**src/rtl/simd_multiplier_pipelined.sv**
```systemverilog
// simd_multiplier_pipelined: precision-configurable WIDTH x WIDTH multiplier.
// The array is split at run time into 1, 2 or 4 independent lanes with
// per-operand signedness, behind a stall-capable valid/ready pipeline of
// PIPE_STAGES registers. Mode and signs travel with each transaction.
module simd_multiplier_pipelined #(
  parameter int unsigned WIDTH       = 16,
  parameter int unsigned PIPE_STAGES = 3
) (
  input  logic                 clk,
  input  logic                 reset,
  input  logic                 in_valid,
  output logic                 in_ready,
  input  logic [WIDTH-1:0]     A,
  input  logic [WIDTH-1:0]     B,
  input  logic                 A_sign,
  input  logic                 B_sign,
  input  logic [1:0]           MODE,
  output logic                 out_valid,
  input  logic                 out_ready,
  output logic [2*WIDTH-1:0]   C,
  output logic [1:0]           out_mode
);

  localparam int unsigned NS = PIPE_STAGES;
  localparam int unsigned HW = WIDTH / 2;
  localparam int unsigned QW = WIDTH / 4;

  typedef enum logic [1:0] {
    MODE_FULL    = 2'b00,
    MODE_HALF    = 2'b01,
    MODE_QUARTER = 2'b10
  } lane_mode_e;

  // Stage occupancy and per-stage load enables.
  logic [NS-1:0] v_q;
  logic [NS-1:0] ld;
  logic [NS-1:0] low_mask;

  // Stage 0 holds the registered operands of the transaction.
  logic [WIDTH-1:0] a_q;
  logic [WIDTH-1:0] b_q;
  logic             as_q;
  logic             bs_q;
  lane_mode_e       mode_q;
  lane_mode_e       mode_d;

  // Lane products computed from the stage 0 operands.
  logic [2*WIDTH-1:0]        mul_c;
  logic signed [2*WIDTH-1:0] af;
  logic signed [2*WIDTH-1:0] bf;
  logic signed [2*WIDTH-1:0] pf;
  logic signed [WIDTH-1:0]   ah;
  logic signed [WIDTH-1:0]   bh;
  logic signed [WIDTH-1:0]   ph;
  logic signed [2*QW-1:0]    aq;
  logic signed [2*QW-1:0]    bq;
  logic signed [2*QW-1:0]    pq;

  // Stage s loads when it or any stage downstream of it has room, or the
  // output drains; unrolled so no bit of ld depends on another bit of ld.
  always_comb begin
    ld       = '0;
    low_mask = '0;
    for (int unsigned s = 0; s < NS; s++) begin
      low_mask = (NS'(1) << s) - NS'(1);
      ld[s]    = out_ready | ~&(v_q | low_mask);
    end
  end

  assign in_ready  = ld[0];
  assign out_valid = v_q[NS-1];

  // Reserved MODE=11 behaves as full width and reports full width.
  always_comb begin
    case (MODE)
      2'b01:   mode_d = MODE_HALF;
      2'b10:   mode_d = MODE_QUARTER;
      default: mode_d = MODE_FULL;
    endcase
  end

  // Valid bits advance through the pipe; bubbles are squeezed out.
  always_ff @(posedge clk or negedge reset) begin
    if (!reset) begin
      v_q <= '0;
    end else begin
      if (ld[0]) v_q[0] <= in_valid;
      for (int unsigned s = 1; s < NS; s++) begin
        if (ld[s]) v_q[s] <= v_q[s-1];
      end
    end
  end

  // Operand capture on transfer only, so empty-stage data stays zero after reset.
  always_ff @(posedge clk or negedge reset) begin
    if (!reset) begin
      a_q    <= '0;
      b_q    <= '0;
      as_q   <= 1'b0;
      bs_q   <= 1'b0;
      mode_q <= MODE_FULL;
    end else if (ld[0] && in_valid) begin
      a_q    <= A;
      b_q    <= B;
      as_q   <= A_sign;
      bs_q   <= B_sign;
      mode_q <= mode_d;
    end
  end

  // Each lane is sign- or zero-extended to its full product width, so the
  // truncated product is exact and never spills into a neighbouring lane.
  always_comb begin
    mul_c = '0;
    af    = '0;
    bf    = '0;
    pf    = '0;
    ah    = '0;
    bh    = '0;
    ph    = '0;
    aq    = '0;
    bq    = '0;
    pq    = '0;
    case (mode_q)
      MODE_HALF: begin
        for (int unsigned k = 0; k < 2; k++) begin
          ah = {{HW{as_q & a_q[k*HW+HW-1]}}, a_q[k*HW +: HW]};
          bh = {{HW{bs_q & b_q[k*HW+HW-1]}}, b_q[k*HW +: HW]};
          ph = ah * bh;
          mul_c[k*WIDTH +: WIDTH] = ph;
        end
      end
      MODE_QUARTER: begin
        for (int unsigned k = 0; k < 4; k++) begin
          aq = {{QW{as_q & a_q[k*QW+QW-1]}}, a_q[k*QW +: QW]};
          bq = {{QW{bs_q & b_q[k*QW+QW-1]}}, b_q[k*QW +: QW]};
          pq = aq * bq;
          mul_c[k*2*QW +: 2*QW] = pq;
        end
      end
      default: begin
        af    = {{WIDTH{as_q & a_q[WIDTH-1]}}, a_q};
        bf    = {{WIDTH{bs_q & b_q[WIDTH-1]}}, b_q};
        pf    = af * bf;
        mul_c = pf;
      end
    endcase
  end

  if (NS > 1) begin : g_pipe
    logic [2*WIDTH-1:0] prod_q  [NS-1];
    logic [1:0]         pmode_q [NS-1];

    // Product stages 1..NS-1 carry the result and its mode to the output.
    always_ff @(posedge clk or negedge reset) begin
      if (!reset) begin
        for (int unsigned s = 0; s < NS - 1; s++) begin
          prod_q[s]  <= '0;
          pmode_q[s] <= '0;
        end
      end else begin
        if (ld[1] && v_q[0]) begin
          prod_q[0]  <= mul_c;
          pmode_q[0] <= mode_q;
        end
        for (int unsigned s = 2; s < NS; s++) begin
          if (ld[s] && v_q[s-1]) begin
            prod_q[s-1]  <= prod_q[s-2];
            pmode_q[s-1] <= pmode_q[s-2];
          end
        end
      end
    end

    assign C        = prod_q[NS-2];
    assign out_mode = pmode_q[NS-2];
  end else begin : g_single
    assign C        = mul_c;
    assign out_mode = mode_q;
  end

endmodule

```
**config.mk**
```make
export PLATFORM = sky130hd
export DESIGN_NAME = simd_multiplier_pipelined
export DESIGN_NICKNAME = d
export VERILOG_FILES = /design/src/rtl/simd_multiplier_pipelined.sv
export SDC_FILE = /design/constraint.sdc
export NUM_CORES = 1
export LEC_CHECK = 0
export BUFFER_PORTS_ARGS = -buffer_cell sky130_fd_sc_hd__buf_2
export CAP_MARGIN = 20
export CORE_AREA = 2 2 191 193
export DETAILED_ROUTE_END_ITERATION = 8
export DIE_AREA = 0 0 193 195
export PLACE_DENSITY = 0.8
export SLEW_MARGIN = 20
export SYNTH_ARGS = -nofsm -noshare
export SYNTH_HDL_FRONTEND = slang
export SYNTH_SLANG_ARGS = --single-unit
```
**constraint.sdc**
```tcl
create_clock -name clk -period 10.85 [get_ports clk]
set_clock_uncertainty 0.1 [all_clocks]
set_input_delay 1.6275 -clock clk [delete_from_list [all_inputs] [get_ports clk]]
set_output_delay 1.6275 -clock clk [all_outputs]
set_load 0.03 [all_outputs]
```
======== Word-level counts from Yosys, hierarchy flattened ========
Index checks and enable logic that the tools add are counted.
storage, ports and cells
  ROM bits ................................ 0
  RAM bits ................................ 0
  word-level logic and storage cells ...... 44
  memories kept ........................... 0
  flip-flop bits (word level) ............. 107
  output and inout bits ................... 36
  bits in latches ......................... 0
cells by class
  div/mod/pow operators ................... 0
  bitwise operators ....................... 11
  $mul .................................... 7
  shift-type cells ........................ 0
  add/subtract/negate cells ............... 0
  reductions and logical operators ........ 8
  equality and inequality tests ........... 4
  mux-type cells .......................... 2
  magnitude comparators ................... 0
operator list
  kind                                                              number
  32-bit one-hot mux with 2 select lines                            1
  17-bit by 17-bit multiplier with 32-bit output                    1
  5-bit by 5-bit multiplier with 8-bit output                       4
  9-bit by 9-bit multiplier with 16-bit output                      2
  1-bit AND                                                         8
  2-bit by 1-bit == test with 1-bit output (second input constant)  2
  2-bit == test (second input constant)                             2
  2-bit one-hot mux with 2 select lines                             1
  1-bit logical AND                                                 3
  1-bit logical NOT                                                 3
  1-bit OR                                                          3
  3-bit AND reduction                                               1
  2-bit AND reduction                                               1

======== Longest topological paths before layout ========
Gate-level depths: netlist of run 1.
  depth in word-level cells ............... 4
  depth in mapped cells ................... 25
  mapped depth without buffers ............ 24

======== Least setup slack after synthesis of run 1 ========
No wires, ideal clock.
  path kind ............................... reg-to-reg
  from .................................... register as_q
  to ...................................... register g_pipe.prod_q[61] (netlist bit)
  required time ........................... 10684 ps
  stages on the path, launching flop included .. 21
  data arrival time ....................... 6012 ps
  setup time .............................. 66 ps
  setup slack ............................. 4672 ps
  cell sequence ........................... dfrtp_1 -> and2_1 -> buf_4 -> nand2_1 -> inv_1 -> fa_1 -> inv_1 -> fa_1 -> inv_1 -> fa_1 -> fa_1 -> fa_1 -> fa_1 -> ha_1 -> and3_1 -> nand2_1 -> or2_2 -> a31o_2 -> mux2i_1 -> o31ai_1 -> a22o_1
between the ends
  cells in the longest elaborated chain, start to end .. 3
  elaborated cells on any way between the ends .. 5
  those cells by class .................... mul: 3; mux: 1; bitwise: 1
RTL lines
  element                                                                       RTL line       text
  from (decl)                                                                   42             logic as_q;
  from (signal assigned)                                                        105            as_q <= A_sign;
  1-bit AND (*)                                                                 127, 135, 142
  17-bit by 17-bit multiplier with 32-bit output, or another cell as far along  144            pf = af * bf;
  32-bit one-hot mux with 2 select lines (*)                                    124            case (mode_q)
  to (signal, indexed assignment)                                               168            prod_q[s-1] <= prod_q[s-2];
  to (decl)                                                                     151            logic [2*WIDTH-1:0] prod_q [NS-1];
Mark *: on every way between the ends. The rest lies on a longest branch, timed or not.
A chain may end at the register's enable or synchronous reset.

======== Worst setup path after layout of run 1 ========
  from .................................... register a_q[15]
  to ...................................... register g_pipe.prod_q[62] (netlist bit)
between the ends
  cells in the longest elaborated chain, start to end .. 3
  elaborated cells on any way between the ends .. 5
  those cells by class .................... mul: 3; mux: 1; bitwise: 1
RTL lines
  element                                                                       RTL line       text
  from (decl)                                                                   40             logic [WIDTH-1:0] a_q;
  from (signal assigned)                                                        97             a_q <= '0;
  from (signal assigned)                                                        103            a_q <= A;
  1-bit AND                                                                     127, 135, 142
  17-bit by 17-bit multiplier with 32-bit output, or another cell as far along  144
  32-bit one-hot mux with 2 select lines (*)                                    124
Marks and branches as above.

==> key figures, run 1 <==
Routing
  – First-iteration detailed-routing DRC count: around 950
  – DRC violation count after routing: 0
  – Highest Signal Layer: met4
  – Post-DR vias/cell: approximately 5.7
  – Number of vias in the routed layout: 15100
  – First-pass DRT Iterations: 6
  – Final WL: around 53000 um
  – Total length of routed met2 wires: about 26000 um
  – Post-DRT Antenna Nets: 0
  – Metal-1 WL: 18800 um
  – Avg WL per Cell: between 15 and 20 um
  – Detail Route met3 WL: ~3600 um

Placed design
  – # placed instances: 2617
  – HPWL Detailed: 42800 um
  – Cell area after placement: 21500 um2
  – Final weighted congestion in routability-driven placement: approximately 0.91
  – Count of buffers inserted at the top-level ports: 75

Floorplanning
  – Initial Utilization: 59.6%
  – Die Y-Extent: around 200 um
  – Core region area: roughly 35000 um2
  – Top Ports: 76
  – Die Footprint: roughly 38000 um2
  – Width of the chip: a little under 200 um
  – Placement row count: between 60 and 70

Timing
  – Final clock period utilization by the worst path: around 67%
  – Setup repair after global routing missed its margin: false
  – Slew headroom: 24.1%
  – Final setup violation count: 0
  – Final total negative setup slack: 0 ns
  – Final min period: slightly above 7 ns
  – Final Hold Viols: 0
  – Timing-limited maximum frequency: 138 MHz
  – Transition time at the pin with the least slew margin: around 1.1 ns
  – Max-slew violation count: 0

Clock network
  – Number of clock sinks seen by CTS: ~110
  – Number of instances resized during post-cts repair: 0
  – Hold buffers post-CTS: 0
  – CTS Buf Count: 9
  – Clock buffer depth: 2
  – Clock network latency to the later pin of the worst-skew pair: around 0.38 ns
  – Post-CTS Setup Repair Bufs: 0
  – TritonCTS clock tree: done
  – Register clock-pin slew on the reported worst setup and hold paths: 0.10 ns
  – Root buffer selected by CTS: sky130_fd_sc_hd__clkbuf_16
  – CTS H-tree depth: 3

Global routing
  – Number of global-route vias before repair: 16700
  – Total gr overflow: 0
  – Largest net degree at the start of global routing: 80
  – Overall track demand over capacity in global routing: around 30%
  – First-pass GRT wire length: ~86000 um
  – Number of antenna violations at the first check in global routing: 0

Final layout
  – Post-layout instance count excluding filler cells: between 2000 and 3000
  – Fraction of layout cells with a size suffix above 1: 9.39%
  – NumNets Final: about 2800
  – Number of antenna cells inserted: 0
  – Synthesis-to-layout area growth: 3.57%
  – Final instance area: 21800 um2

Synthesis
  – Cell with the most instances after synthesis: sky130_fd_sc_hd__inv_1
  – Post-Syn Area per Cell: a little under 10 um2
  – Syn Nets: roughly 2800
  – EDFF count, synth: 0
  – Cell types occupying the most area after synthesis: sky130_fd_sc_hd__fa_1 38%, sky130_fd_sc_hd__dfrtp_1 13%, sky130_fd_sc_hd__ha_1 11%
  – Dominant cell type by area after synthesis: sky130_fd_sc_hd__fa_1
  – Mapped Area: around 21000 um2
  – Post-synthesis cell count: roughly 2200
  – Post-synth top cells: 524 x sky130_fd_sc_hd__inv_1, 405 x sky130_fd_sc_hd__fa_1, 201 x sky130_fd_sc_hd__nand2_1
  – Syn. warnings: 0
  – Yosys top cell area share: 38.4%
  – Netlist cell types: 66
  – Seq/Total Area, Yosys: 12.7%
  – Flop and latch count out of synthesis: 107
  – Share of flip-flops with an asynchronous set or reset after synthesis: 100%
  – Main flop type after synthesis: sky130_fd_sc_hd__dfrtp_1

Run status
  – Run status: finished, final reports clean

Hold path
  – WHS Path Cells: 2
  – Hold WC Path Type: flop to flop

Setup path
  – Worst r2r path cells: 20
  – Endpoint required time on the critical path: 11.01 ns
  – Sort of element at the start of the critical path: flop
  – Kind of end point of the critical path: flop
  – Crit Path Class: flop to flop
  – Biggest fanout along the worst timing path: 26
  – Worst path arrival time: 7.40 ns

Flow run
  – Number of max-cap violations: 0
-- registers in the layout, summed over array words and instances (netlist names) --
| name | flops |
|---|---|
| g_pipe.prod_q | 32 |
| mode_q | 2 |
| C | 32 |
| b_q | 16 |
| bs_q | 1 |
| a_q | 16 |
| as_q | 1 |
| v_q | 3 |
| out_mode | 2 |
| g_pipe.pmode_q | 2 |
-- cells in the final DEF, fill, tap and decap left out, types with 3 or more instances in the layout --
cell type	n
sky130_fd_sc_hd__xnor2_1	63
sky130_fd_sc_hd__xor2_1	22
sky130_fd_sc_hd__a221oi_1	14
sky130_fd_sc_hd__or2_2	14
sky130_fd_sc_hd__nor2_1	53
sky130_fd_sc_hd__mux2_2	70
sky130_fd_sc_hd__nor3_1	14
sky130_fd_sc_hd__buf_2	74
sky130_fd_sc_hd__o21a_1	6
sky130_fd_sc_hd__inv_1	524
sky130_fd_sc_hd__a31oi_1	8
sky130_fd_sc_hd__nand3_1	6
sky130_fd_sc_hd__dfrtp_1	107
sky130_fd_sc_hd__o21bai_1	7
sky130_fd_sc_hd__o21ai_1	5
sky130_fd_sc_hd__ha_1	192
sky130_fd_sc_hd__and3_1	26
sky130_fd_sc_hd__a211oi_1	9
sky130_fd_sc_hd__or3_1	4
sky130_fd_sc_hd__a21boi_0	3
sky130_fd_sc_hd__o31ai_1	7
sky130_fd_sc_hd__fa_1	405
sky130_fd_sc_hd__clkbuf_16	9
sky130_fd_sc_hd__nand2b_1	9
sky130_fd_sc_hd__clkinv_4	3
sky130_fd_sc_hd__o21ai_0	39
sky130_fd_sc_hd__a21oi_1	46
sky130_fd_sc_hd__and2_1	126
sky130_fd_sc_hd__nand2_1	200
sky130_fd_sc_hd__buf_4	14
sky130_fd_sc_hd__a21o_1	26
sky130_fd_sc_hd__nor2b_1	9
sky130_fd_sc_hd__o22ai_1	5
sky130_fd_sc_hd__a221o_1	5
-- path summary, 6_finish.rpt --
path	slack, ns	to	from
worst max register to register	3.61	g_pipe.prod_q[62]	a_q[15]
worst min-delay path	0.38	g_pipe.prod_q[33]	g_pipe.prod_q[33]
worst min register to register	0.38	g_pipe.prod_q[33]	g_pipe.prod_q[33]
worst max-delay path	3.61	g_pipe.prod_q[62]	a_q[15]
min in group asynchronous	1.08	g_pipe.prod_q[61]	reset
max in group asynchronous	8.48	b_q[4]	reset
-- cells by family (layout without fill, tap and decap cells) --
family / after synthesis / after routing / synth area share, %
fa+ha+maj: 597 / 597 / 49.8
flops: 107 / 107 / 12.7
buf+inv: 648 / 629 / 12.2
xor+xnor: 88 / 88 / 3.76
compound gates: 208 / 208 / 6.76
simple gates: 471 / 471 / 10.9
mux: 72 / 72 / 3.83
-- worst max-delay path: stages (launching register included) --
cell and delay (ns):
sky130_fd_sc_hd__dfrtp_1 0.69, sky130_fd_sc_hd__and2_1 0.41, sky130_fd_sc_hd__nand2_1 0.17, sky130_fd_sc_hd__inv_1 0.11, sky130_fd_sc_hd__fa_1 0.61, sky130_fd_sc_hd__inv_1 0.15, sky130_fd_sc_hd__fa_1 0.88, sky130_fd_sc_hd__inv_1 0.17
sky130_fd_sc_hd__fa_1 0.49, sky130_fd_sc_hd__fa_1 0.57, sky130_fd_sc_hd__fa_1 0.43, sky130_fd_sc_hd__fa_1 0.48, sky130_fd_sc_hd__ha_1 0.40, sky130_fd_sc_hd__and3_1 0.27, sky130_fd_sc_hd__nand2_1 0.09, sky130_fd_sc_hd__nor2_1 0.18
sky130_fd_sc_hd__o31ai_2 0.14, sky130_fd_sc_hd__a31oi_1 0.28, sky130_fd_sc_hd__o21ai_1 0.13, sky130_fd_sc_hd__xnor2_1 0.13, sky130_fd_sc_hd__o221a_1 0.21
-- through the flow --
| stage | utilization, % | hold slack [ns] | setup WS, ns |
|---|---|---|---|
| 6_report | 61.7 | 0.377 | 3.61 |
| 4_1_cts | 61.7 | 0.381 | 3.68 |
| 2_1_floorplan | - | 0.335 | 4.67 |
| 3_3_place_gp | 60.9 | 0.354 | 3.92 |
| 3_5_place_dp | 60.9 | 0.363 | 3.73 |
| 5_1_grt | 61.7 | 0.401 | 3.27 |
-- cell type report --
cell class,instances,area (um2)
multi-input cells,1436,15800
fillers,2848,13600
flip-flops and latches,107,2680
inverters,524,1970
well taps,461,577
repair buffers,89,487
clock buffers,10,239
clock inverters,6,48.8
-- per-layer routing --
layer	up-vias	global-route usage, %
met5	-	0
met4	0	19.2
met3	222	5.18
met2	653	49.8
met1	7647	35.3
li1	6563	-
Power of run 1 is not shown: default switching activity piles up to over one toggle a cycle in this logic, so the estimate is an artifact.
==> inputs of run 2 (changes only) <==
--- a/config.mk
+++ b/config.mk
@@ -7,10 +7,10 @@
 export LEC_CHECK = 0
 export BUFFER_PORTS_ARGS = -buffer_cell sky130_fd_sc_hd__buf_2
 export CAP_MARGIN = 20
-export CORE_AREA = 2 2 191 193
+export CORE_AREA = 2 2 193 195
 export DETAILED_ROUTE_END_ITERATION = 8
-export DIE_AREA = 0 0 193 195
-export PLACE_DENSITY = 0.8
+export DIE_AREA = 0 0 195 197
+export PLACE_DENSITY = 0.81
 export SLEW_MARGIN = 20
 export SYNTH_ARGS = -nofsm -noshare
 export SYNTH_HDL_FRONTEND = slang
==> constraint.sdc (replaced) <==
create_clock -name clk -period 5.9 [get_ports clk]
set_clock_uncertainty 0.1 [all_clocks]
set_input_delay 0.885 -clock clk [delete_from_list [all_inputs] [get_ports clk]]
set_output_delay 0.885 -clock clk [all_outputs]
set_load 0.03 [all_outputs]
==> run 2 against run 1 <==
The run now ends with setup timing left. Register-to-register slack worse by 3.8 ns. Via count increased by 8.8%. Count of clock-buffer cells in the layout is the same. Hold slack improved by 0.0052 ns. Utilization increased by 5.8 points. Sequential cell count unchanged. Critical path type unchanged.
==> key figures, run 2 (same netlist as run 1, synthesis figures left out) <==
Run status
  – Failing checks: setup timing
  – Run status: complete, but fails checks (was finished, final reports clean)

Timing
  – Transition time at the pin with the least slew margin: 1.06 ns (was 1.14 ns)
  – Final Hold Viols: 0 (unchanged)
  – Final setup violation count: 14 (was 0)
  – Timing-limited maximum frequency: 165 MHz (was 138 MHz)
  – Final clock period utilization by the worst path: 103% (was 66.7%)
  – Crit path setup slack, layout: -0.167 ns (was 3.61 ns)
  – Max-slew violation count: 0 (unchanged)
  – Setup repair after global routing missed its margin: true (was false)
  – Final min period: 6.07 ns (was 7.24 ns)
  – Slew headroom: 29.3% (was 24.1%)
  – Final Hold Slack: 0.382 ns (was 0.377 ns)

Clock network
  – Clock buffer depth: 2 (unchanged)
  – CTS Buf Count: 9 (unchanged)
  – Register clock-pin slew on the reported worst setup and hold paths: 0.09 ns (was 0.10 ns)
  – Root buffer selected by CTS: sky130_fd_sc_hd__clkbuf_16 (unchanged)
  – Clock network latency to the later pin of the worst-skew pair: 0.39 ns (was 0.38 ns)
  – Number of clock sinks seen by CTS: 107 (unchanged)
  – CTS H-tree depth: 3 (unchanged)
  – TritonCTS clock tree: done (unchanged)

Global routing
  – Overall track demand over capacity in global routing: 32.2% (was 29.8%)
  – Largest net degree at the start of global routing: 61 (was 80)
  – Number of global-route vias before repair: 18400 (was 16700)
  – Total gr overflow: 0 (unchanged)
  – Number of antenna violations at the first check in global routing: 2 (was 0)
  – First-pass GRT wire length: 95100 um (was 85800 um)

Final layout
  – Storage element area: 2700 um2 (was 2680 um2)
  – Fill cells: 2611 (was 2848)
  – Fraction of layout cells with a size suffix above 1: 23.0% (was 9.39%)
  – Synthesis-to-layout area growth: 16.2% (was 3.57%)
  – Final instance area: 24500 um2 (was 21800 um2)
  – NumNets Final: 3054 (was 2804)
  – Most common cell after layout, fill and taps aside: sky130_fd_sc_hd__inv_1 (unchanged)
  – Commonest non-fill, non-tap cells in the layout: 511 x sky130_fd_sc_hd__inv_1, 392 x sky130_fd_sc_hd__fa_1, 232 x sky130_fd_sc_hd__buf_4 (was 524 x sky130_fd_sc_hd__inv_1, 405 x sky130_fd_sc_hd__fa_1, 200 x sky130_fd_sc_hd__nand2_1)
  – Area of combinational cells with multiple inputs: 16300 um2 (was 15800 um2)

Setup path
  – Crit-path most repeated cell: sky130_fd_sc_hd__fa_1 (unchanged)
  – Worst flop-to-flop path endpoint: g_pipe.prod_q[61] (was g_pipe.prod_q[62])
  – Critical path's slowest cell: sky130_fd_sc_hd__fa_2 (was sky130_fd_sc_hd__fa_1)
  – Kind of end point of the critical path: flop (unchanged)
  – Biggest fanout along the worst timing path: 6 (was 26)
  – Setup slack of the most critical reg-to-reg path: -0.17 ns (was 3.61 ns)
  – Critical R2R Launch: b_q[2] (was a_q[15])
  – Worst path arrival time: 6.29 ns (was 7.40 ns)
  – Longest individual stage delay on the worst path: 0.68 ns (was 0.88 ns)
  – Endpoint required time on the critical path: 6.12 ns (was 11.01 ns)
  – Sort of element at the start of the critical path: flop (unchanged)
  – Crit Path Class: flop to flop (unchanged)
  – Worst r2r path cells: 21 (was 20)
  – Cell-by-cell listing of the critical path: buf_6, nand2_4, inv_4, buf_6, fa_2, inv_4, fa_2, inv_2, fa_1, fa_1, fa_1, fa_1, ha_4, and3_4, buf_6, nand4_1, a21o_1, a31o_4, mux2i_1, o31ai_1, a22o_1 (was and2_1, nand2_1, inv_1, fa_1, inv_1, fa_1, inv_1, fa_1, fa_1, fa_1, fa_1, ha_1, and3_1, nand2_1, nor2_1, o31ai_2, a31oi_1, o21ai_1, xnor2_1, o221a_1)

Placed design
  – Final weighted congestion in routability-driven placement: 0.939 (was 0.911)
  – HPWL Detailed: 47300 um (was 42800 um)
  – Cell area after placement: 23300 um2 (was 21500 um2)
  – Count of buffers inserted at the top-level ports: 75 (unchanged)

Floorplanning
  – Top Ports: 76 (unchanged)
  – Die Footprint: 38400 um2 (was 37600 um2)
  – Initial Utilization: 58.2% (was 59.6%)
  – Width of the chip: 195 um (was 193 um)
  – Placement row count: 70 (was 69)
  – Core region area: 36300 um2 (was 35400 um2)
  – Die Y-Extent: 197 um (was 195 um)

Hold path
  – Hold WC Path Type: flop to flop (unchanged)
  – Sink of the worst hold path: g_pipe.prod_q[32] (was g_pipe.prod_q[33])
  – WHS Path Cells: 2 (unchanged)
  – Start point of the worst min-delay path: g_pipe.prod_q[32] (was g_pipe.prod_q[33])

Routing
  – Post-DR vias/cell: 5.67 (was 5.73)
  – Post-DRT Antenna Nets: 0 (unchanged)
  – Number of vias in the routed layout: 16400 (was 15100)
  – Final WL: 59700 um (was 52600 um)
  – First-pass DRT Iterations: 6 (unchanged)
  – DRC violation count after routing: 0 (unchanged)
  – Avg WL per Cell: 20.6 um (was 20.0 um)
  – First-iteration detailed-routing DRC count: 1320 (was 954)

Flow run
  – Number of max-cap violations: 0 (unchanged)
[run 2: cell types whose count changed in the layout (fill, tap and decap cells not counted), moves of 16 or more]
cell	previous run	this run
sky130_fd_sc_hd__buf_4	14	232
sky130_fd_sc_hd__buf_6	1	20
sky130_fd_sc_hd__dfrtp_1	107	89
sky130_fd_sc_hd__dfrtp_2	0	18
sky130_fd_sc_hd__ha_1	192	174
sky130_fd_sc_hd__ha_4	0	16
[run 2: timing repair]
action / 4_1_cts / 5_1_grt
gates resized for setup: 106 / 38
hold buffers: 0 / 0
hold endpoints to repair: 0 / 0
pin swaps: 66 / 45
setup endpoints to repair: 16 / 20
setup buffers: 35 / 4
[run 2: stage by stage]
| step | cells | TNS [ns] | setup slack (ns) | utilization, % |
|---|---|---|---|---|
| final | 2892 | -0.993 | -0.167 | 67.6 |
| after floorplan | 2191 | 0 | 0.00779 | - |
| after global placement | 2835 | -1.69 | -0.204 | 64.2 |
| after global routing | 2892 | -3.32 | -0.285 | 67.6 |
| after CTS | 2886 | -0.243 | -0.0685 | 67.0 |
| after detailed placement | 2835 | -3.00 | -0.323 | 64.2 |
[run 2: metal layers]
metal | track usage, % | share of wire (%)
met5 | 0 | 0
met4 | 21.9 | 8.2
met3 | 5.84 | 7.7
met2 | 55.4 | 49
met1 | 36.9 | 35
[run 2: layout make-up]
cell class | count | share of cell area, %
inverter | 524 | 8.05
tap | 468 | 2.39
sequential | 107 | 11.0
clock buffer | 10 | 0.935
multi-input combinational | 1436 | 66.7
clock inverter | 6 | 0.276
timing repair buffer | 339 | 10.6
antenna | 2 | 0.0204
[run 2: worst max path at each step]
stage	start	end	slack, ns	cells past startpoint
after detailed placement	b_q[5]	g_pipe.prod_q[61]	-0.32	20
final	b_q[2]	g_pipe.prod_q[61]	-0.17	21
after global placement	a_q[9]	g_pipe.prod_q[61]	-0.20	19
after global routing	a_q[15]	g_pipe.prod_q[60]	-0.28	23
after CTS	a_q[7]	g_pipe.prod_q[52]	-0.07	21
after floorplan	a_q[6]	g_pipe.prod_q[52]	0.008	22
[run 2: critical path, delay by kind of cell (launching register included)]
family / cells / cell delay (ns)
compound gates: 4 / 0.86
flops: 1 / 0.50
buf+inv: 6 / 0.55
mux: 1 / 0.11
fa+ha+maj: 7 / 3.57
simple gates: 3 / 0.33
Power of run 2 is left out for the same reason.
